==> src/rtl/pc_next_unit.sv <==
// pc_next_unit: program-counter register and next-PC selector for the single-cycle MIPS datapath.
// Holds PC under stall, buffers a redirect seen during a stall, and flags misaligned jr targets.
module pc_next_unit #(
   parameter logic [31:0] RESET_PC = 32'h0000_0000
) (
   input  logic        i_clk,
   input  logic        i_rst_n,
   input  logic        i_stall,
   input  logic        i_branch_taken,
   input  logic [31:0] i_branch_offset_sh,
   input  logic        i_jump,
   input  logic [25:0] i_jump_index,
   input  logic        i_jr,
   input  logic [31:0] i_jr_target,
   output logic [31:0] o_pc,
   output logic [31:0] o_pc_plus4,
   output logic        o_redirect_pending,
   output logic        o_misalign_err
);

   typedef enum logic {StRun, StHold} state_t;

   state_t      r_state;
   state_t      w_state_d;
   logic [31:0] r_pc;
   logic [31:0] w_pc_d;
   logic [31:0] r_pend_target;
   logic [31:0] w_pend_target_d;
   logic        r_misalign;
   logic        w_misalign_d;

   logic [31:0] w_pc_plus4;
   logic [31:0] w_br_tgt;
   logic [31:0] w_j_tgt;
   logic [31:0] w_jr_tgt;
   logic [31:0] w_sel_tgt;
   logic        w_redir;

   assign w_pc_plus4 = r_pc + 32'd4;
   assign w_br_tgt   = w_pc_plus4 + i_branch_offset_sh;
   assign w_j_tgt    = {w_pc_plus4[31:28], i_jump_index, 2'b00};
   assign w_jr_tgt   = {i_jr_target[31:2], 2'b00};
   assign w_redir    = i_jr | i_jump | i_branch_taken;

   // Priority: jr > jump > branch.
   always_comb begin
      w_sel_tgt = w_br_tgt;
      if (i_jr) begin
         w_sel_tgt = w_jr_tgt;
      end else if (i_jump) begin
         w_sel_tgt = w_j_tgt;
      end
   end

   always_comb begin
      w_state_d       = r_state;
      w_pc_d          = r_pc;
      w_pend_target_d = r_pend_target;
      case (r_state)
         StRun: begin
            if (!i_stall) begin
               w_pc_d = w_redir ? w_sel_tgt : w_pc_plus4;
            end else if (w_redir) begin
               w_pend_target_d = w_sel_tgt;
               w_state_d       = StHold;
            end
         end
         StHold: begin
            if (!i_stall) begin
               // A live redirect overrides the buffered one.
               w_pc_d    = w_redir ? w_sel_tgt : r_pend_target;
               w_state_d = StRun;
            end else if (w_redir) begin
               w_pend_target_d = w_sel_tgt;
            end
         end
         default: w_state_d = StRun;
      endcase
   end

   // A jr request is always either applied or captured on the edge, so no state qualifier needed.
   assign w_misalign_d = i_jr & (|i_jr_target[1:0]);

   always_ff @(posedge i_clk or negedge i_rst_n) begin
      if (!i_rst_n) begin
         r_state       <= StRun;
         r_pc          <= RESET_PC;
         r_pend_target <= 32'h0000_0000;
         r_misalign    <= 1'b0;
      end else begin
         r_state       <= w_state_d;
         r_pc          <= w_pc_d;
         r_pend_target <= w_pend_target_d;
         r_misalign    <= w_misalign_d;
      end
   end

   assign o_pc               = r_pc;
   assign o_pc_plus4         = w_pc_plus4;
   assign o_redirect_pending = (r_state == StHold);
   assign o_misalign_err     = r_misalign;

endmodule

==> config.mk <==
export PLATFORM = sky130hd
export DESIGN_NAME = pc_next_unit
export DESIGN_NICKNAME = d
export VERILOG_FILES = /design/src/rtl/pc_next_unit.sv
export SDC_FILE = /design/constraint.sdc
export NUM_CORES = 1
export LEC_CHECK = 0
export ABC_AREA = 1
export BUFFER_PORTS_ARGS = -buffer_cell sky130_fd_sc_hd__buf_2
export CORE_ASPECT_RATIO = 1.75
export CORE_MARGIN = 2
export CORE_UTILIZATION = 53
export DETAILED_ROUTE_END_ITERATION = 8
export GPL_TIMING_DRIVEN = 0
export HOLD_SLACK_MARGIN = 0.1
export PLACE_DENSITY = 0.79
export SLEW_MARGIN = 20
export SYNTH_ARGS = -nofsm -noshare
export SYNTH_HDL_FRONTEND = slang
export SYNTH_SLANG_ARGS = --single-unit
export TNS_END_PERCENT = 30
==> constraint.sdc <==
create_clock -name i_clk -period 3.1 [get_ports i_clk]
set_input_delay 0.465 -clock i_clk [delete_from_list [all_inputs] [get_ports i_clk]]
set_output_delay 0.465 -clock i_clk [all_outputs]
set_load 0.05 [all_outputs]
-- Word level (Yosys, flattened, before mapping)
Cells that the tools add are included.
- register bits: 66
- input port bits: 96
- output and inout port bits: 66
- logic and storage cells: 26
- $add $sub $neg: 2
- equal/unequal tests: 2
- muxes and demuxes: 12
- bitwise logic cells: 4
- reductions and logical operators: 2
- operators with widths (kind ; count):
    $mux W32 ; 7
    $pmux W32 S2 ; 1
    $add A32 B3 Y32 const B ; 1
    $add A32 B32 Y32 ; 1
    $ne A2 B2 Y1 const B ; 2
    $mux W1 ; 3
    $or A1 B1 Y1 ; 2
    $pmux W1 S2 ; 1
    $reduce_and A2 Y1 ; 1
    $reduce_or A2 Y1 ; 1
    $and A1 B1 Y1 ; 1
    $not A1 Y1 ; 1

-- Longest topological paths before layout
Gate-level depths: netlist (run 1).
- word-level depth: 7
- depth in mapped cells: 26
- mapped depth without buffers: 26

-- Worst setup path after synthesis (run 1)
OpenSTA, ideal clock, no wires.
- kind: register to register
- start: reg r_pc[2], in the netlist o_pc[2]
- end: reg r_pend_target[25]
- library setup time: 0.083 ns
- arrival: 3.856 ns
- data required time: 3.017 ns
- slack: -0.838 ns
- cell stages (with the launch flop): 20
- path buffers: 0
- clock period less this slack: 3.938 ns
- path through: dfrtp_1 -> inv_1 -> nor2_1 -> nand2_1 -> nor2_4 -> nand3_1 -> xnor2_1 -> ha_1 -> nand2_1 -> inv_1 -> nand2_1 -> nand2_1 -> o21bai_1 -> a21oi_1 -> nand2_1 -> nand2_1 -> nand3_1 -> nand2_1 -> nand2_1 -> o21ai_0
- cells in the longest elaborated chain, start to end: 6
- ends and longest elaborated chain (item ; line ; source):
    start: declaration ; 25 ; logic [31:0] r_pc;
    start signal: assignment ; 92 ; r_pc <= w_pc_d;
    $add A32 B3 Y32 ; 39 ; assign w_pc_plus4 = r_pc + 32'd4;
    net o_pc_plus4[2] ; 16 ; output logic [31:0] o_pc_plus4,
    $add A32 B32 Y32 ; 40 ; assign w_br_tgt = w_pc_plus4 + i_branch_offset_sh;
    $mux W32 ; 50 ; end else if (i_jump) begin
    $mux W32 ; 48 ; if (i_jr) begin
    $mux W32 ; 63, 73 ;
    $mux W32 ; 61, 69 ;
    end signal: assignment ; 93 ; r_pend_target <= w_pend_target_d;
    end: declaration ; 27 ; logic [31:0] r_pend_target;
The timed path passes the listed nets, and every way through them passes these cells. The select of a mux whose other input is x is not followed.
A chain may end at the register's enable or synchronous reset.

-- Final worst setup path (run 1)
- start: reg r_pc[2], in the netlist o_pc[2]
- end: reg r_pend_target[21]
- cells in the longest elaborated chain, start to end: 6
- ends and longest elaborated chain (item ; line):
    $add A32 B3 Y32 ; 39
    $add A32 B32 Y32 ; 40
    $mux W32 ; 50
    $mux W32 ; 48
    $mux W32 ; 63, 73
    $mux W32 ; 61, 69
No other way between the ends. The select of a mux whose other input is x is not followed.

==> out/qor.csv, run 1 <==
metric;value;unit
status;complete, but fails checks;
failing checks;setup timing;
Slowest cell on crit path;dfrtp_2;
DPL Wire Length;20900;um
initial core utilization;0.542;
CTS buffer count;9;
Tcrit/Tclk final;1.05;
Seq/Total Area, Yosys;0.244;
Tot Pwr;5290;uW
clock sinks;66;
Worst Path Required;3.29;ns
Final WS setup;-0.170;ns
Antenna Nets Post-Route;0;
first-pass GRT wire length;40200;um
PD cells;551;mW/mm2
CTS HTree Levels;3;
Hold Fails Final Rpt;0;
Root Driver;clkbuf_16;
Avg WL per Cell;18.7;um
drt total wl;28000;um
final weighted congestion in routability-driven placement;0.975;
Layout Nets;1460;
share of cells above drive strength 1;0.335;
die width;89.5;um
Area growth syn-to-layout;41.7;%
worst-case clock buffer depth;2;
max-cap viol count;0;
Crit path largest cell delay;0.41;ns
Slew Limit Fails;0;
most used cell, CP;nand2_1;
Top Ports;162;
Sw Share;0.498;
Pre-antenna DRT Iters;6;
Critical Path Start Type;flip-flop;
largest net degree at the start of global routing;35;
FP Rows;54;
critical path class;reg2reg;
#FFs+latches synth;66;
Comb power frac;0.586;
min cycle time layout;3.27;ns
WP data arrival;3.46;ns
CTS clk-pin slew, worst paths;0.06;ns
YS warnings;0;
critical path peak fanout;4;
GR Overflow Total;0;
Cells after Synth;1119;
Sw Pwr;2630;uW
core footprint;0.0125;mm2
Die H;154;um
syn_nets;1255;
R2R cell count;19;
via/cell ratio;5.69;
vias in the first global route;7915;
reg-to-reg slack, setup;-0.17;ns
R2R Path End;r_pend_target[21]$_DFFE_PN0P_;
GRT Total Usage;0.390;
Netlist cell types;48;
ant diodes;0;
FMAX;0.306;GHz
clock share of power;0.194;
Worst Setup End Kind;flip-flop;
setup TNS;-0.932;ns
RSZ-0062 raised after global routing;yes;
actual slew at the worst max-slew pin;0.803;ns
setup violators final;12;
# DRC;0;
initial antenna violation count;0;
Post-Syn Area per Cell;6.06;um2
Reg power frac;0.220;
drt initial violations;706;
RR Startpoint;o_pc[2]$_DFFE_PN0P_;
Internal Power;2650;uW
die area;0.0137;mm2
Fill cells;1006;
leakage power;0.00492;uW
clk_lat worst skew;0.34;ns
critical path launch point;o_pc[2]$_DFFE_PN0P_;
Synth Cell Area;0.00678;mm2
PortBufs;158;
Setup crit end;r_pend_target[21]$_DFFE_PN0P_;
max_slew headroom;0.465;
Hold Path Class;in2reg;
crit-path cells;ha_4 -> nand2_4 -> nor2_4 -> nand3_4 -> buf_6 -> nor3_4 -> xor2_4 -> ha_4 -> nand2_2 -> nor2_1 -> nand2_1 -> nand2_1 -> inv_1 -> nand2_1 -> nand2_1 -> nand3_1 -> nand2_1 -> nand2_1 -> o22ai_1;
Clock Skew;0.00529;ns
vias;8518;
peak supply drop;458;uV
CTS tree;done;
-- sequential cells by signal, indices dropped and copies added (netlist names) --
name                count
o_misalign_err          1
o_pc                   32
o_redirect_pending      1
r_pend_target          32
-- layout by cell type, fill, tap and decap left out, drive strengths merged, types with 14 or more instances in the layout --
cell    netlist  final
o21ai        48     48
a21oi        74     74
clkbuf       25     36
buf          10    203
o22ai        15     15
ha           39     39
nor2        145    145
nand2       333    333
nand3        93     93
xnor2        19     19
dfrtp        66     66
inv         179    178
xor2         14     14
-- critical path: cells and delay by family, from the launching register on --
| kind | cells | cell delay [ns] |
|---|---|---|
| AO/OA/AOI/OAI | 1 | 0.08 |
| XOR/XNOR | 1 | 0.14 |
| flip-flops | 1 | 0.41 |
| adder cells (fa/ha/maj) | 2 | 0.48 |
| AND/OR/NAND/NOR | 13 | 1.75 |
| buffers and inverters | 2 | 0.23 |
-- what timing repair did --
action	4_1_cts	5_1_grt
setup buffers	14	20
pin swaps	16	67
endpoints found under the setup margin	41	46
cloned	0	0
endpoints found under the hold margin	8	0
hold buffers	1	0
gates resized for setup	64	143
-- power by group through the flow --
stage | logic (uW) | registers, uW | clock network, uW
after floorplan | 1640 | 1370 | 0
after global placement | 2520 | 1170 | 0
after detailed placement | 2550 | 1170 | 0
after CTS | 2700 | 1150 | 1020
after global routing | 3310 | 1180 | 1060
final | 3100 | 1170 | 1020
-- worst min-delay path by stage --
| stage | to | from | depth (start not counted) | slack, ns |
|---|---|---|---|---|
| 3_3_place_gp | r_pend_target[25]$_DFFE_PN0P_ | r_pend_target[25]$_DFFE_PN0P_ | 2 | 0.47 |
| 5_1_grt | o_misalign_err$_DFF_PN0_ | i_jr_target[0] | 3 | 0.38 |
| 6_report | o_misalign_err$_DFF_PN0_ | i_jr_target[0] | 3 | 0.35 |
| 4_1_cts | o_misalign_err$_DFF_PN0_ | i_jr_target[0] | 3 | 0.35 |
| 3_5_place_dp | o_misalign_err$_DFF_PN0_ | i_rst_n | 1 | 0.44 |
| 2_1_floorplan | o_misalign_err$_DFF_PN0_ | i_rst_n | 0 | 0.17 |
-- per-stage QoR --
step	std cells	setup WS (ns)	cell area, um2	hold WS (ns)	utilization
CTS	1477	-0.0303	8850	0.353	0.708
finish	1497	-0.170	9600	0.348	0.768
detailed placement	1446	-0.787	8190	0.444	0.655
floorplan	1119	-0.159	7170	0.169	-
global placement	1445	-0.757	8170	0.468	0.653
global route	1497	-0.332	9600	0.380	0.768
-- final cells by class --
type	count	area [um2]	area share
repair buffers	194	1110	0.116
multi-input cells	837	5460	0.569
well taps	168	210	0.0219
inverters	181	691	0.0719
clock inverters	5	55.1	0.00573
clock buffers	11	243	0.0253
plain buffers	35	158	0.0164
flip-flops and latches	66	1670	0.174
-- Yosys cell counts (all sizes together) --
| master | count | area [um2] |
|---|---|---|
| o211ai | 11 | 87.6 |
| mux2 | 2 | 22.5 |
| nand3b | 1 | 7.51 |
| nand2 | 333 | 1270 |
| o21bai | 4 | 30.0 |
| or2 | 1 | 6.26 |
| nand4 | 6 | 37.5 |
| nand3 | 93 | 478 |
| fa | 1 | 20.0 |
| a311oi | 1 | 8.76 |
| clkbuf | 25 | 104 |
| clkinv | 2 | 7.51 |
| inv | 179 | 677 |
| nor2 | 145 | 603 |
| ha | 39 | 488 |
| o21ai | 48 | 244 |
| xnor2 | 19 | 181 |
| o221ai | 3 | 26.3 |
| nor3 | 13 | 65.1 |
| a22oi | 4 | 30.0 |
| dfrtp | 66 | 1650 |
| a21o | 4 | 31.3 |
| o311ai | 1 | 8.76 |
| buf | 10 | 53.8 |
| o22ai | 15 | 93.8 |
| a21oi | 74 | 389 |
| xor2 | 14 | 123 |
| and2 | 4 | 28.8 |
| a31oi | 1 | 6.26 |
-- routing by layer --
layer	wire [um]	track usage	up-vias
met5	0	0	-
met4	2290	0.267	0
met2	13900	0.661	476
met3	2210	0.0789	142
li1	-	-	3955
met1	9620	0.418	3945
-- cells by family (layout without fill, tap and decap cells) --
family,count (synthesis),after routing,share of synthesized area
flops,66,66,0.244
xor+xnor,33,33,0.0449
fa+ha+maj,40,40,0.0749
simple gates,596,596,0.368
mux,2,2,0.00332
buf+inv,216,426,0.124
compound gates,166,166,0.141
Power figures use the tool's default switching activity.
==> run 2, diff against run 1 <==
- CORE_ASPECT_RATIO: 1.75 -> default
- CORE_UTILIZATION: 53 -> 32
- PLACE_DENSITY: 0.79 -> default
- SETUP_SLACK_MARGIN: default -> 0.4
==> out/qor.csv, run 2 (synthesized netlist as in run 1, its figures left out) <==
metric;value;unit;change
crit-path cells;ha_4 -> nand2_4 -> nor2_4 -> nand3_4 -> nor2_4 -> buf_6 -> xor2_4 -> ha_4 -> nand2_2 -> nand2_2 -> a21oi_2 -> buf_4 -> o21bai_4 -> a21oi_2 -> nand2_1 -> nand2_1 -> nand3_2 -> nand2_2 -> nand2_2 -> a21oi_1;;
CTS buffer count;9;;unchanged
Root Driver;clkbuf_16;;
critical path class;reg2reg;;
Hold Path Class;in2reg;;
Critical Path Start Type;flip-flop;;
worst-case clock buffer depth;2;;unchanged
CTS tree;done;;
Area growth syn-to-layout;47.0;%;
GRT Total Usage;0.248;;-0.142
share of cells above drive strength 1;0.382;;+0.0469
RSZ-0062 raised after global routing;yes;;
initial antenna violation count;0;;unchanged
actual slew at the worst max-slew pin;0.733;ns;-0.0700 ns
core footprint;0.0209;mm2;+67%
R2R cell count;20;;+1
Antenna Nets Post-Route;0;;unchanged
initial core utilization;0.324;;-0.218
Top Ports;162;;unchanged
GR Overflow Total;0;;unchanged
Crit path largest cell delay;0.42;ns;about the same
CTS HTree Levels;3;;unchanged
# DRC;0;;unchanged
critical path launch point;o_pc[3]$_DFFE_PN0P_;;
clk_lat worst skew;0.34;ns;about the same
final non-filler cell total;1611;;+7.6%
largest net degree at the start of global routing;48;;+37%
drt total wl;28400;um;+1.4%
Hold Startpoint;i_jr_target[0];;
first-pass GRT wire length;41600;um;+3.5%
via/cell ratio;5.03;;-12%
clock sinks;66;;unchanged
setup violators final;0;;-12
Tcrit/Tclk final;0.982;;-0.0727
PD cells;544;mW/mm2;-1.3%
die width;150;um;+67%
Die H;150;um;-2.6%
leakage power;0.00498;uW;+1.2%
DP Area;0.00833;mm2;+1.7%
most frequent cells in the layout;nand2_1 (244), inv_1 (157), buf_2 (157), nor2_1 (111), nand3_1 (77);;
min cycle time layout;3.05;ns;-0.225 ns
Worst Path Required;3.37;ns;+0.08 ns
max-cap viol count;0;;unchanged
Hold Fails Final Rpt;0;;unchanged
critical path peak fanout;4;;unchanged
final core utilization;0.477;;-0.291
vias;8102;;-4.9%
Worst Setup End Kind;flip-flop;;
ant diodes;0;;unchanged
FP Rows;53;;-1.9%
vias in the first global route;7491;;-5.4%
most used cell, CP;nand2_2;;
Avg WL per Cell;17.6;um;-5.8%
WP data arrival;3.31;ns;-0.15 ns
Inst Count DP;1553;;+7.4%
hold path depth;3;;unchanged
Slew Limit Fails;0;;unchanged
Pre-antenna DRT Iters;5;;-1
drt initial violations;589;;-17%
max_slew headroom;0.511;;+0.0467
final weighted congestion in routability-driven placement;0.914;;-6.2%
peak supply drop;227;uV;-50%
Tot Pwr;5420;uW;+2.5%
CTS clk-pin slew, worst paths;0.05;ns;about the same
Layout Nets;1468;;+0.55%
final instance area;0.00996;mm2;+3.8%
Fill cells;2198;;+120%
Slowest cell on crit path;dfrtp_2;;
DPL Wire Length;22000;um;+5.2%
FMAX;0.328;GHz;+7.4%
PortBufs;158;;unchanged
RR Startpoint;o_pc[3]$_DFFE_PN0P_;;
die area;0.0224;mm2;+63%
status;completed;;
commonest non-fill, non-tap cell in the layout;nand2_1;;
Clock Skew;0.00947;ns;+0.00418 ns
==> run 2: changes by cell type in the layout (fill, tap and decap cells not counted), sizes merged <==
cell      before  now
buf          203  209
clkbuf        36   38
clkinv         4    5
clkinvlp       3    1
==> run 2: layout make-up <==
class	count	area, um2	share of cell area
plain buffers	35	158	0.0158
clock buffers	11	233	0.0234
clock inverters	4	45.0	0.00452
inverters	181	691	0.0693
multi-input cells	837	5590	0.561
flip-flops and latches	66	1680	0.168
well taps	275	344	0.0345
repair buffers	202	1220	0.123
==> run 2: path summary, 6_finish.rpt <==
check                                                      to  slack, ns
worst min-delay path                 o_misalign_err$_DFF_PN0_       0.34
min in group asynchronous        r_pend_target[6]$_DFFE_PN0P_       0.55
worst max-delay path                     o_pc[25]$_DFFE_PN0P_       0.05
max in group asynchronous                o_pc[19]$_DFFE_PN0P_       1.99
worst min register to register  r_pend_target[27]$_DFFE_PN0P_       0.48
worst max register to register           o_pc[25]$_DFFE_PN0P_       0.05
==> run 2: routing by layer <==
| layer | GRT usage | vias up | share of wire |
|---|---|---|---|
| met3 | 0.0238 | 39 | 0.067 |
| li1 | - | 3968 | - |
| met5 | 0 | - | 0 |
| met1 | 0.339 | 3805 | 0.44 |
| met4 | 0.0771 | 0 | 0.024 |
| met2 | 0.413 | 290 | 0.47 |
==> run 2: worst max-delay path: cells and delay by family, from the launching register on <==
family	cells	cell delay, ns
and+or+nand+nor	11	1.09
AOI/OAI and AO/OA	4	0.47
adders and majority gates	2	0.44
DFF	1	0.42
buffers and inverters	2	0.30
xor gates and xnor gates	1	0.25
==> run 2: stage by stage <==
stage | hold WS [ns] | worst slack (ns) | setup TNS, ns
6_report | 0.336 | 0.0547 | 0
4_1_cts | 0.339 | 0.0854 | 0
3_5_place_dp | 0.370 | -0.461 | -7.32
2_1_floorplan | 0.169 | -0.159 | -2.38
5_1_grt | 0.401 | -0.123 | -1.19
3_3_place_gp | 0.466 | -0.447 | -7.32
==> run 2: power breakdown <==
part	switching, uW	internal [uW]	total, uW
clock	381	614	995
sequential	158	1000	1160
combinational	2150	1110	3260
total	2690	2730	5420
==> run 2: repair_timing <==
action / CTS / global route
endpoints found under the setup margin: 63 / 63
cloned: 0 / 0
gates resized for setup: 135 / 150
hold buffers: 1 / 0
pin swaps: 54 / 88
endpoints found under the hold margin: 19 / 0
setup buffers: 25 / 17
